$ cat config.mk
export PLATFORM = sky130hd
export DESIGN_NAME = modulo_varredura_display_ac
export DESIGN_NICKNAME = d
export VERILOG_FILES = /design/src/rtl/modulo_varredura_display_ac_pkg.sv /design/src/rtl/modulo_prescaler.sv /design/src/rtl/modulo_varredura_display_ac.sv
export SDC_FILE = /design/constraint.sdc
export NUM_CORES = 1
export LEC_CHECK = 0
export ABC_AREA = 1
export CAP_MARGIN = 15
export CORE_MARGIN = 4
export CORE_UTILIZATION = 30
export CTS_CLUSTER_SIZE = 10
export DETAILED_ROUTE_END_ITERATION = 6
export PLACE_DENSITY = 0.46
export SLEW_MARGIN = 25
export SYNTH_ARGS = -nofsm -noshare
export SYNTH_HDL_FRONTEND = slang
export SYNTH_SLANG_ARGS = --single-unit
$ cat constraint.sdc
create_clock -name CLK -period 2.55 [get_ports CLK]
set_input_delay 0.255 -clock CLK [delete_from_list [all_inputs] [get_ports CLK]]
set_output_delay 0.255 -clock CLK [all_outputs]
set_load 0.005 [all_outputs]
$ cat src/rtl/modulo_varredura_display_ac_pkg.sv
// Shared constants for the 4-digit display scan driver.
// Macro: VARREDURA_BLANK_EN enables the anti-ghosting blank cycle.
package modulo_varredura_display_ac_pkg;

  localparam int DIGITOS = 4;
  localparam int DIV_WIDTH_DEF = 16;
  localparam int DIV_MAX_DEF = 49999;
  localparam logic [3:0] AC_OFF = 4'b1111;

  // One-hot-low anode code for a digit index.
  function automatic logic [3:0] ac_onehot(input logic [1:0] s);
    return ~(4'b0001 << s);
  endfunction

endpackage

$ cat src/rtl/modulo_prescaler.sv
// Prescaler: counts 0..DIV_MAX while EN=1 and flags the terminal count.
// Ports: CLK, RST (sync, active-high), EN, TICK (combinational terminal flag).
module modulo_prescaler
  import modulo_varredura_display_ac_pkg::*;
#(
  parameter int DIV_WIDTH = DIV_WIDTH_DEF,
  parameter int DIV_MAX   = DIV_MAX_DEF
) (
  input  logic CLK,
  input  logic RST,
  input  logic EN,
  output logic TICK
);

  logic [DIV_WIDTH-1:0] r_cnt;
  logic                 w_term;

  assign w_term = (r_cnt == DIV_WIDTH'(DIV_MAX));
  assign TICK   = EN & w_term;

  always_ff @(posedge CLK) begin
    if (RST) begin
      r_cnt <= '0;
    end else if (EN) begin
      r_cnt <= w_term ? '0 : r_cnt + DIV_WIDTH'(1);
    end
  end

endmodule

$ cat src/rtl/modulo_varredura_display_ac.sv
// Scan driver: steps STAC 0..3 on each prescaler tick, drives AC and DIGITO.
// Ports: CLK, RST, EN, BCD[15:0] in; STAC, AC, DIGITO, TICK, FRAME out (all registered).
// Macro: VARREDURA_BLANK_EN inserts one AC=1111 cycle on each STAC change.
module modulo_varredura_display_ac
  import modulo_varredura_display_ac_pkg::*;
#(
  parameter int DIV_WIDTH = DIV_WIDTH_DEF,
  parameter int DIV_MAX   = DIV_MAX_DEF
) (
  input  logic                   CLK,
  input  logic                   RST,
  input  logic                   EN,
  input  logic [4*DIGITOS-1:0]   BCD,
  output logic [1:0]             STAC,
  output logic [3:0]             AC,
  output logic [3:0]             DIGITO,
  output logic                   TICK,
  output logic                   FRAME
);

  logic                 w_tick;
  logic                 w_wrap;
  logic [1:0]           w_stac_nx;
  logic [4*DIGITOS-1:0] w_shadow_nx;
  logic [3:0]           w_dig_nx;

  logic [1:0]           r_stac;
  logic [4*DIGITOS-1:0] r_shadow;
  logic [3:0]           r_ac;
  logic [3:0]           r_dig;
  logic                 r_tick;
  logic                 r_frame;

  modulo_prescaler #(
    .DIV_WIDTH (DIV_WIDTH),
    .DIV_MAX   (DIV_MAX)
  ) u_prescaler (
    .CLK  (CLK),
    .RST  (RST),
    .EN   (EN),
    .TICK (w_tick)
  );

  assign w_stac_nx = r_stac + 2'd1;
  assign w_wrap    = w_tick & (r_stac == 2'd3);

  // On the wrap tick the freshly captured BCD feeds DIGITO directly.
  assign w_shadow_nx = w_wrap ? BCD : r_shadow;

  always_comb begin
    w_dig_nx = w_shadow_nx[3:0];
    unique case (w_stac_nx)
      2'd0: w_dig_nx = w_shadow_nx[3:0];
      2'd1: w_dig_nx = w_shadow_nx[7:4];
      2'd2: w_dig_nx = w_shadow_nx[11:8];
      2'd3: w_dig_nx = w_shadow_nx[15:12];
      default: w_dig_nx = w_shadow_nx[3:0];
    endcase
  end

  always_ff @(posedge CLK) begin
    if (RST) begin
      r_stac   <= 2'd0;
      r_shadow <= '0;
      r_ac     <= 4'b1110;
      r_dig    <= 4'h0;
      r_tick   <= 1'b0;
      r_frame  <= 1'b0;
    end else begin
      r_tick  <= w_tick;
      r_frame <= w_wrap;
      if (w_tick) begin
        r_stac   <= w_stac_nx;
        r_shadow <= w_shadow_nx;
        r_dig    <= w_dig_nx;
      end
`ifdef VARREDURA_BLANK_EN
      // Blank the anodes while the digit switches, show it a cycle later.
      r_ac <= w_tick ? AC_OFF : ac_onehot(r_stac);
`else
      if (w_tick) begin
        r_ac <= ac_onehot(w_stac_nx);
      end
`endif
    end
  end

  assign STAC   = r_stac;
  assign AC     = r_ac;
  assign DIGITO = r_dig;
  assign TICK   = r_tick;
  assign FRAME  = r_frame;

endmodule

==> results of run 1 <==
[registers in the layout (all words and copies together), names as in the netlist]
register / flops
u_prescaler.r_cnt: 16
DIGITO: 4
FRAME: 1
TICK: 1
STAC: 2
r_shadow: 16
AC: 4
[metal layers]
metal / routed length [um] / vias to the layer above / part of all wire (%) / global-route usage (%)
met1: 2620 / 837 / 54 / 18.08
met5: 0 / - / 0 / 0
met3: 210 / 5 / 4.3 / 4.424
met2: 2009 / 28 / 41 / 18.30
li1: - / 958 / - / -
met4: 57 / 0 / 1.2 / 3.448
[layout make-up]
cell class	instances	area, um2	area share (%)
tap	77	96.34	3.867
timing repair buffer	35	337.8	13.56
sequential	44	880.8	35.36
multi-input combinational	198	1003	40.28
inverter	22	82.58	3.315
clock buffer	8	90.09	3.616
[cell usage after synthesis]
master                      n  area [um2]
sky130_fd_sc_hd__nor3b_1    4       30.03
sky130_fd_sc_hd__buf_2      3       15.01
sky130_fd_sc_hd__o21a_1     1       7.510
sky130_fd_sc_hd__ha_1       6       75.07
sky130_fd_sc_hd__nand4_1   14       87.58
sky130_fd_sc_hd__nor2_4     1       11.26
sky130_fd_sc_hd__clkbuf_1   3       11.26
sky130_fd_sc_hd__o21ai_1   10       50.05
sky130_fd_sc_hd__nor2_1    20       75.07
sky130_fd_sc_hd__o21ai_0    1       5.000
sky130_fd_sc_hd__nand3_4    1       17.52
sky130_fd_sc_hd__xnor2_1    2       17.52
sky130_fd_sc_hd__nor2_2     3       18.77
sky130_fd_sc_hd__clkinv_1   3       11.26
sky130_fd_sc_hd__nor3_1     8       40.04
sky130_fd_sc_hd__a31oi_1    2       12.51
sky130_fd_sc_hd__a211oi_1   1       7.510
sky130_fd_sc_hd__xor2_1     1       8.760
sky130_fd_sc_hd__nand2_1   82       307.8
sky130_fd_sc_hd__inv_2      5       18.77
sky130_fd_sc_hd__nand2_2    9       56.30
sky130_fd_sc_hd__inv_1     14       52.55
sky130_fd_sc_hd__a21oi_1   22       110.1
sky130_fd_sc_hd__nand3_1    9       45.04
sky130_fd_sc_hd__dfxtp_1   44       880.8
sky130_fd_sc_hd__buf_6      1       11.26
sky130_fd_sc_hd__nor2_8     1       20.02
[power groups by stage]
| stage | clock, mW | combinational, mW | sequential (mW) |
|---|---|---|---|
| after floorplan | 0 | 0.0206 | 0.708 |
| after global placement | 0 | 0.0585 | 0.708 |
| after detailed placement | 0 | 0.0578 | 0.708 |
| after CTS | 0.477 | 0.0581 | 0.692 |
| after global routing | 0.503 | 0.0638 | 0.693 |
| final | 0.449 | 0.0574 | 0.692 |
[metrics by stage]
step	setup slack (ns)	instance area [um2]
after floorplan	0.9111	2004
after global placement	0.4503	2401
after detailed placement	0.4379	2401
after CTS	0.6218	2491
after global routing	0.4687	2491
final	0.6545	2491
[how the worst max path moves through the flow]
stage	start	end	cells past startpoint
2_1_floorplan	u_prescaler.r_cnt[0]	DIGITO[2]	11
3_3_place_gp	EN	DIGITO[2]	12
3_5_place_dp	EN	DIGITO[0]	13
4_1_cts	u_prescaler.r_cnt[0]	DIGITO[1]	10
5_1_grt	u_prescaler.r_cnt[0]	DIGITO[0]	11
6_report	u_prescaler.r_cnt[0]	DIGITO[1]	10
[cells by family (layout without fill, tap and decap cells)]
group / count (synthesis) / in the layout / share of synthesized area (%)
XOR/XNOR: 3 / 3 / 1.311
buffers and inverters: 29 / 65 / 5.992
adder cells (fa/ha/maj): 6 / 6 / 3.745
AND/OR/NAND/NOR: 152 / 152 / 35.39
flip-flops: 44 / 44 / 43.94
AO/OA/AOI/OAI: 37 / 37 / 9.613
[placed cells by master (no fill, tap or decap), drive strengths merged, types with 2 or more instances in the layout]
cell type / Yosys / layout
dfxtp: 44 / 44
nor2: 25 / 25
a31oi: 2 / 2
o21ai: 11 / 11
a21oi: 22 / 22
nand4: 14 / 14
nand2: 91 / 91
xnor2: 2 / 2
nor3: 8 / 8
clkdlybuf4s50: 0 / 30
buf: 4 / 5
nor3b: 4 / 4
clkinv: 3 / 3
nand3: 10 / 10
clkbuf: 3 / 8
inv: 19 / 19
ha: 6 / 6
[worst max-delay path, delay by kind of cell, from the launching register on]
| kind | cells | cell delay (ns) |
|---|---|---|
| compound gates | 1 | 0.16 |
| fa+ha+maj | 1 | 0.25 |
| flops | 1 | 0.36 |
| simple gates | 8 | 1.02 |
==> impl_metrics.py, run 1 <==
metrics = {
    "pwr": {
        "vdd_ir_drop_max_v": 0.0002438,
        "total_power_mw": 1.198,
        "net_switching_component_of_the_power_mw": 0.2556,
        "clockPowerShare_pct": 37.5,
        "cell_internal_pwr_mw": 0.9424,
        "comb_pwr_share_pct": 4.8,
        "power_density_nw_per_um2": 480.9,
        "cellLeakagePower_nw": 1.008,
        "switching_share_pct": 21.34,
        "power_frac_seq_pct": 57.7,
    },
    "min_path": {
        "worstHoldStart": "DIGITO[0]",
        "worst_hold_path_type": "register to register",
        "hold-path-cell-count": 2,
        "whs_endpoint": "DIGITO[0]",
    },
    "setup_path": {
        "worstRegToRegCells": 10,
        "worst_ep_required_time_ns": 2.74,
        "cp_max_fo": 17,
        "slowest_cell_on_crit_path": "sky130_fd_sc_hd__dfxtp_1",
        "cp_cell_sequence": "ha_1 -> nand4_1 -> nor2_2 -> nand3_4 -> nand2_1 -> nand2_1 -> nand2_1 -> nand2_1 -> o21ai_1 -> nand2_1",
        "start_kind": "register",
        "worstReg2RegEnd": "DIGITO[1]",
        "delay_of_the_slowest_cell_on_the_worst_path_ns": 0.36,
        "crit_arrival_ns": 2.08,
        "kind_of_critical_path": "register to register",
        "reg2reg_slack_ns": 0.65,
        "timing.critical_path.mode_cell": "sky130_fd_sc_hd__nand2_1",
        "regToRegStartpoint": "u_prescaler.r_cnt[0]",
        "worstSetupEndpointType": "register",
    },
    "job": {
        "max_cap_viol_count": 0,
    },
    "timing": {
        "fin_crit_sh_pct": 74.33,
        "worst_hold_slack_ns": 0.4624,
        "fin_setup_tns_ns": 0,
        "timing.final.max_slew_violations": 0,
        "setup_violation_total_in_the_final_timing_report": 0,
        "post-route-min-period_ns": 1.895,
        "fmaxAchievable_mhz": 527.6,
        "worst_clock_skew_ns": 0.005639,
        "final-hold-violation-count": 0,
        "relative_max_transition_margin_pct": 70.85,
        "worst-slew-pin-transition_ns": 0.4339,
        "rsz0062_at_grt": "false",
    },
    "yosys": {
        "post_synthesis_cells": 271,
        "postSynthAreaPerCell_um2": 7.396,
        "synth.distinct_cells": 27,
        "yosysSeqAreaShare_pct": 43.95,
        "mappedNetlistArea_um2": 2004,
        "yosysWarnings": 0,
        "ys_seq_elements": 44,
        "net_count_after_synthesis": 296,
    },
    "clock_network": {
        "cts-hold-fix-buffers": 0,
        "tritoncts.num_buffers": 5,
        "insertion_delay_of_the_later_clocked_pin_in_the_worst_skew_pair_ns": 0.29,
        "post-cts-setup-buffers": 0,
        "cts_root_buffer": "sky130_fd_sc_hd__clkbuf_8",
        "cts.sinks": 44,
        "cts_resized": 0,
        "clk_pin_slew_worst_paths_ns": 0.08,
        "cts_tree": "done",
        "ctsLongestPathBuffers": 2,
        "ctsHtreeMaxLevel": 2,
    },
    "die": {
        "floorplan.rows": 29,
        "ios": 31,
        "initial_core_util_pct": 31.21,
        "dieHeight_um": 89.74,
        "die_w_um": 89.74,
        "core_um2": 6422,
        "total_die_area_um2": 8053,
    },
    "finish": {
        "post_route_cells_drive_above_1_share_pct": 10.10,
        "num-nets-final": 331,
        "filler_cell_count": 687,
        "areaGrowthSynthToFinish_pct": 24.28,
        "fin_util_pct": 38.79,
        "fin_cells": 384,
        "n_antenna_cell": 0,
    },
    "place": {
        "dpl.cell_count": 376,
        "detailedPlacementHpwl_um": 3486,
        "gp_congestion": 0.7440,
        "numPortBuffers": 30,
    },
    "outcome": {
        "run_status": "finished, final reports clean",
    },
    "detailed_routing": {
        "antenna_violating_nets_post_route": 0,
        "vias": 1828,
        "post_drt_wl_per_cell_um": 12.75,
        "firstDrtPassIters": 6,
        "routed_via_density": 4.760,
        "drt-initial-drc-count": 96,
        "drc": 0,
        "final_routed_wirelength_um": 4897,
    },
    "global_routing": {
        "gr-usage-all-layers_pct": 12.74,
        "first_global_vias": 1730,
        "grt_start_max_net_pins": 18,
        "number_of_antenna_violations_at_the_first_check_in_global_routing": 0,
        "grt-ovfl-total": 0,
        "grt_first_pass_wirelength_um": 8390,
    },
}
Note: power is estimated with default switching activity, not from simulation.
==> run 2: changes to the inputs <==
--- a/config.mk
+++ b/config.mk
@@ -11,7 +11,7 @@
 export CORE_UTILIZATION = 30
 export CTS_CLUSTER_SIZE = 10
 export DETAILED_ROUTE_END_ITERATION = 6
-export PLACE_DENSITY = 0.46
+export PLACE_DENSITY = 0.47
 export SLEW_MARGIN = 25
 export SYNTH_ARGS = -nofsm -noshare
 export SYNTH_HDL_FRONTEND = slang
==> constraint.sdc (replaced) <==
create_clock -name CLK -period 1.6 [get_ports CLK]
set_input_delay 0.16 -clock CLK [delete_from_list [all_inputs] [get_ports CLK]]
set_output_delay 0.16 -clock CLK [all_outputs]
set_load 0.005 [all_outputs]
==> impl_metrics.py, run 2 (synthesis gave the netlist of run 1 again) <==
metrics = {
    "pwr": {
        "net_switching_component_of_the_power_mw": 0.4231,
        "cellLeakagePower_nw": 1.259,
        "cell_internal_pwr_mw": 1.469,
        "switching_share_pct": 22.36,
        "power_density_nw_per_um2": 642.1,
        "power_frac_seq_pct": 58.4,
        "comb_pwr_share_pct": 6.4,
        "vdd_ir_drop_max_v": 0.0002844,
        "clockPowerShare_pct": 35.3,
    },
    "die": {
        "dieHeight_um": 89.74,
        "ios": 31,
        "die_w_um": 89.74,
        "core_um2": 6422,
        "total_die_area_um2": 8053,
        "floorplan.rows": 29,
        "initial_core_util_pct": 31.21,
    },
    "timing": {
        "worst_hold_slack_ns": 0.4489,
        "fmaxAchievable_mhz": 623.2,
        "rsz0062_at_grt": "true",
        "relative_max_transition_margin_pct": 80.56,
        "final-hold-violation-count": 0,
        "worst_slack_ns": -0.004651,
        "worst_clock_skew_ns": 0.003461,
        "fin_setup_tns_ns": -0.007894,
        "timing.final.max_slew_violations": 0,
        "setup_violation_total_in_the_final_timing_report": 2,
        "worst-slew-pin-transition_ns": 0.2905,
        "post-route-min-period_ns": 1.605,
        "fin_crit_sh_pct": 100.3,
    },
    "global_routing": {
        "grt-ovfl-total": 0,
        "number_of_antenna_violations_at_the_first_check_in_global_routing": 0,
        "gr-usage-all-layers_pct": 13.21,
        "first_global_vias": 1823,
        "grt_start_max_net_pins": 18,
        "grt_first_pass_wirelength_um": 8687,
    },
    "outcome": {
        "violations_in_the_final_reports": "negative setup slack",
        "run_status": "finished with violations",
    },
    "min_path": {
        "hold-path-cell-count": 3,
        "worst_hold_path_type": "input port to register",
    },
    "finish": {
        "areaGrowthSynthToFinish_pct": 47.00,
        "layout_commonest_cell": "sky130_fd_sc_hd__nand2_1",
        "fin_util_pct": 45.88,
        "final_cell_mix": "76 x sky130_fd_sc_hd__nand2_1, 47 x sky130_fd_sc_hd__buf_4, 42 x sky130_fd_sc_hd__dfxtp_1",
        "post_route_cells_drive_above_1_share_pct": 26.42,
        "n_antenna_cell": 0,
        "num-nets-final": 377,
        "layout_top_registers": "r_shadow x16, u_prescaler.r_cnt x16",
    },
    "clock_network": {
        "clk_pin_slew_worst_paths_ns": 0.08,
        "ctsHtreeMaxLevel": 2,
        "cts_tree": "done",
        "insertion_delay_of_the_later_clocked_pin_in_the_worst_skew_pair_ns": 0.29,
        "cts.sinks": 44,
        "tritoncts.num_buffers": 5,
        "ctsLongestPathBuffers": 2,
        "cts_root_buffer": "sky130_fd_sc_hd__clkbuf_8",
    },
    "detailed_routing": {
        "final_routed_wirelength_um": 5235,
        "firstDrtPassIters": 4,
        "vias": 1954,
        "routed_via_density": 4.555,
        "antenna_violating_nets_post_route": 0,
        "drt-initial-drc-count": 60,
        "post_drt_wl_per_cell_um": 12.20,
        "drc": 0,
    },
    "place": {
        "numPortBuffers": 30,
        "detailedPlacementHpwl_um": 3824,
        "place_ws_ns": -0.3178,
        "gp_congestion": 0.7198,
    },
    "setup_path": {
        "worstRegToRegCells": 11,
        "worst_ep_required_time_ns": 1.84,
        "cp_max_fo": 3,
        "crit_arrival_ns": 1.84,
        "start_kind": "register",
        "kind_of_critical_path": "register to register",
        "worstSetupEndpointType": "register",
    },
    "job": {
        "max_cap_viol_count": 0,
    },
}
[run 2: metal layers]
layer / routed length (um) / GRT usage [%] / up-vias / part of all wire, %
met3: 238 / 3.088 / 4 / 4.5
met5: 0 / 0 / - / 0
met4: 41 / 3.448 / 0 / 0.78
li1: - / - / 1047 / -
met2: 2239 / 20.05 / 26 / 43
met1: 2716 / 18.83 / 877 / 52
[run 2: worst max-delay path, cell delays in order (launching register included)]
cell and delay (ns):
sky130_fd_sc_hd__dfxtp_2 0.36, sky130_fd_sc_hd__ha_4 0.14, sky130_fd_sc_hd__nand4_1 0.15, sky130_fd_sc_hd__nor2_4 0.17, sky130_fd_sc_hd__buf_4 0.14, sky130_fd_sc_hd__nand2_2 0.10, sky130_fd_sc_hd__nor2_4 0.16, sky130_fd_sc_hd__buf_4 0.14
sky130_fd_sc_hd__nand2_1 0.05, sky130_fd_sc_hd__clkinv_1 0.05, sky130_fd_sc_hd__o21ai_2 0.04, sky130_fd_sc_hd__nand2_1 0.05
[run 2: layout make-up]
cell class / instances / area [um2]
Tap cell: 77 / 96.34
Multi-Input combinational cell: 198 / 1089
Fill cell: 666 / 3476
Inverter: 22 / 85.08
Clock buffer: 6 / 72.57
Timing Repair Buffer: 81 / 715.7
Clock inverter: 1 / 5.005
Sequential cell: 44 / 883.3
[run 2: final timing paths]
kind,from,slack (ns),end
worst max register to register,u_prescaler.r_cnt[1],-0.005,DIGITO[2]
worst min-delay path,BCD[3],0.45,r_shadow[3]
worst min register to register,DIGITO[3],0.46,DIGITO[3]
worst max-delay path,u_prescaler.r_cnt[1],-0.005,DIGITO[2]
[run 2: per-stage QoR]
stage	cell area (um2)	instances	total power [mW]
floorplan	2009	271	1.161
global placement	2719	416	1.245
detailed placement	2719	416	1.244
CTS	2904	429	1.928
global route	2947	429	1.975
finish	2947	429	1.892
[run 2: repair_timing]
action | in CTS | in global routing
setup endpoints to repair | 32 | 19
endpoints found under the hold margin | 0 | 0
pin swaps | 7 | 3
hold buffers | 0 | 0
gates resized for setup | 16 | 10
setup buffers | 6 | 0
[run 2: power groups by stage]
stage | Clock, mW | Sequential (mW) | Combinational, mW
after floorplan | 0 | 1.13 | 0.0328
after global placement | 0 | 1.13 | 0.118
after detailed placement | 0 | 1.13 | 0.117
after CTS | 0.704 | 1.10 | 0.120
after global routing | 0.739 | 1.11 | 0.131
final | 0.667 | 1.10 | 0.121
==> run 3: changes to the inputs <==
--- a/config.mk
+++ b/config.mk
@@ -11,7 +11,7 @@
 export CORE_UTILIZATION = 30
 export CTS_CLUSTER_SIZE = 10
 export DETAILED_ROUTE_END_ITERATION = 6
-export PLACE_DENSITY = 0.47
+export PLACE_DENSITY = 0.49
 export SLEW_MARGIN = 25
 export SYNTH_ARGS = -nofsm -noshare
 export SYNTH_HDL_FRONTEND = slang
==> impl_metrics.py, run 3 (synthesis gave the netlist of run 1 again) <==
metrics = {
    "clock_network": {
        "insertion_delay_of_the_later_clocked_pin_in_the_worst_skew_pair_ns": 0.30,
        "ctsHtreeMaxLevel": 2,
        "tritoncts.num_buffers": 5,
        "cts_tree": "done",
        "clk_pin_slew_worst_paths_ns": 0.09,
        "cts.sinks": 44,
        "ctsLongestPathBuffers": 2,
        "cts_root_buffer": "sky130_fd_sc_hd__clkbuf_8",
    },
    "outcome": {
        "run_status": "finished, final reports clean",
    },
    "place": {
        "numPortBuffers": 30,
        "gp_congestion": 0.7652,
        "post_dp_cell_area_um2": 2721,
        "dpl.cell_count": 418,
        "detailedPlacementHpwl_um": 3835,
    },
    "finish": {
        "filler_cell_count": 656,
        "fin_util_pct": 47.79,
        "fin_cells": 437,
        "n_antenna_cell": 0,
        "post_route_cells_drive_above_1_share_pct": 31.67,
        "layout_top_registers": "r_shadow x16, u_prescaler.r_cnt x16",
        "areaGrowthSynthToFinish_pct": 53.12,
        "final_cell_mix": "74 x sky130_fd_sc_hd__nand2_1, 55 x sky130_fd_sc_hd__buf_4, 41 x sky130_fd_sc_hd__dfxtp_1",
        "postLayoutCellArea_um2": 3069,
        "num-nets-final": 384,
        "layout_commonest_cell": "sky130_fd_sc_hd__nand2_1",
    },
    "detailed_routing": {
        "drt-initial-drc-count": 83,
        "antenna_violating_nets_post_route": 0,
        "drc": 0,
        "post_drt_wl_per_cell_um": 12.24,
        "routed_via_density": 4.556,
        "final_routed_wirelength_um": 5350,
        "vias": 1991,
        "firstDrtPassIters": 4,
    },
    "timing": {
        "relative_max_transition_margin_pct": 80.07,
        "fmaxAchievable_mhz": 630.1,
        "fin_crit_sh_pct": 99.19,
        "worst-slew-pin-transition_ns": 0.2979,
        "rsz0062_at_grt": "true",
        "worst_clock_skew_ns": 0.008438,
        "setup_violation_total_in_the_final_timing_report": 0,
        "post-route-min-period_ns": 1.587,
        "timing.final.max_slew_violations": 0,
        "final-hold-violation-count": 0,
        "worst_hold_slack_ns": 0.4580,
    },
    "global_routing": {
        "grt-ovfl-total": 0,
        "number_of_antenna_violations_at_the_first_check_in_global_routing": 0,
        "gr-usage-all-layers_pct": 13.62,
        "grt_first_pass_wirelength_um": 9121,
        "first_global_vias": 1969,
        "grt_start_max_net_pins": 14,
    },
    "pwr": {
        "cellLeakagePower_nw": 1.342,
        "vdd_ir_drop_max_v": 0.0003137,
        "power_density_nw_per_um2": 637.6,
        "total_power_mw": 1.957,
    },
    "min_path": {
        "hold-path-cell-count": 3,
        "worst_hold_path_type": "input port to register",
    },
    "setup_path": {
        "crit_arrival_ns": 1.78,
        "worst_ep_required_time_ns": 1.79,
        "kind_of_critical_path": "register to register",
        "start_kind": "register",
        "cp_max_fo": 11,
        "worstRegToRegCells": 11,
        "worstSetupEndpointType": "register",
    },
    "die": {
        "initial_core_util_pct": 31.21,
        "ios": 31,
        "total_die_area_um2": 8053,
        "floorplan.rows": 29,
        "dieHeight_um": 89.74,
        "die_w_um": 89.74,
        "core_um2": 6422,
    },
    "job": {
        "max_cap_viol_count": 0,
    },
}
-- run 3: area by class of cell --
type	instances	area [um2]	share of cell area, %
inverters	22	85.08	2.772
clock inverters	2	10.01	0.3261
repair buffers	88	755.7	24.62
flip-flops and latches	44	884.6	28.82
well taps	77	96.34	3.139
multi-input cells	198	1155	37.63
clock buffers	6	82.58	2.691
-- run 3: per-stage QoR --
stage,TNS [ns],setup slack (ns)
final,0,0.01293
after global placement,-4.207,-0.3362
after CTS,-0.2793,-0.05438
after global routing,-0.6067,-0.1125
after detailed placement,-4.963,-0.3724
after floorplan,0,0.02384
-- run 3: routing by layer --
metal	part of all wire, %	global-route usage, %	wire length (um)	vias to the layer above
met5	0	0	0	-
met4	1.3	4.215	69	0
met3	4.2	3.589	225	6
met2	46	22.37	2447	32
met1	49	17.49	2608	885
li1	-	-	-	1068
-- run 3: path summary, 6_finish.rpt --
kind,startpoint,endpoint,slack [ns]
max,u_prescaler.r_cnt[0],DIGITO[1],0.01
min,BCD[2],r_shadow[2],0.46
max reg2reg,u_prescaler.r_cnt[0],DIGITO[1],0.01
min reg2reg,DIGITO[2],DIGITO[2],0.46
-- run 3: where the power goes --
part | internal (mW) | switching [mW]
Clock | 0.345 | 0.386
Sequential | 1.10 | 0.00449
Combinational | 0.0712 | 0.0499
Total | 1.52 | 0.441
-- run 3: worst max-delay path, stage by stage, from the launching register on --
cell	delay [ns]
sky130_fd_sc_hd__dfxtp_2	0.36
sky130_fd_sc_hd__ha_4	0.14
sky130_fd_sc_hd__nand4_1	0.12
sky130_fd_sc_hd__nor2_4	0.16
sky130_fd_sc_hd__nand3_4	0.11
sky130_fd_sc_hd__buf_12	0.17
sky130_fd_sc_hd__nand2_2	0.06
sky130_fd_sc_hd__nand2_1	0.05
sky130_fd_sc_hd__nand2_1	0.05
sky130_fd_sc_hd__nand2_1	0.06
sky130_fd_sc_hd__o21ai_2	0.14
sky130_fd_sc_hd__nand2_1	0.06
-- run 3: timing repair --
| action | 4_1_cts | 5_1_grt |
|---|---|---|
| gates resized for setup | 17 | 24 |
| setup endpoints to repair | 11 | 17 |
| pin swaps | 10 | 13 |
| gates cloned | 0 | 0 |
| hold buffers | 0 | 0 |
| buffers inserted | 11 | 1 |
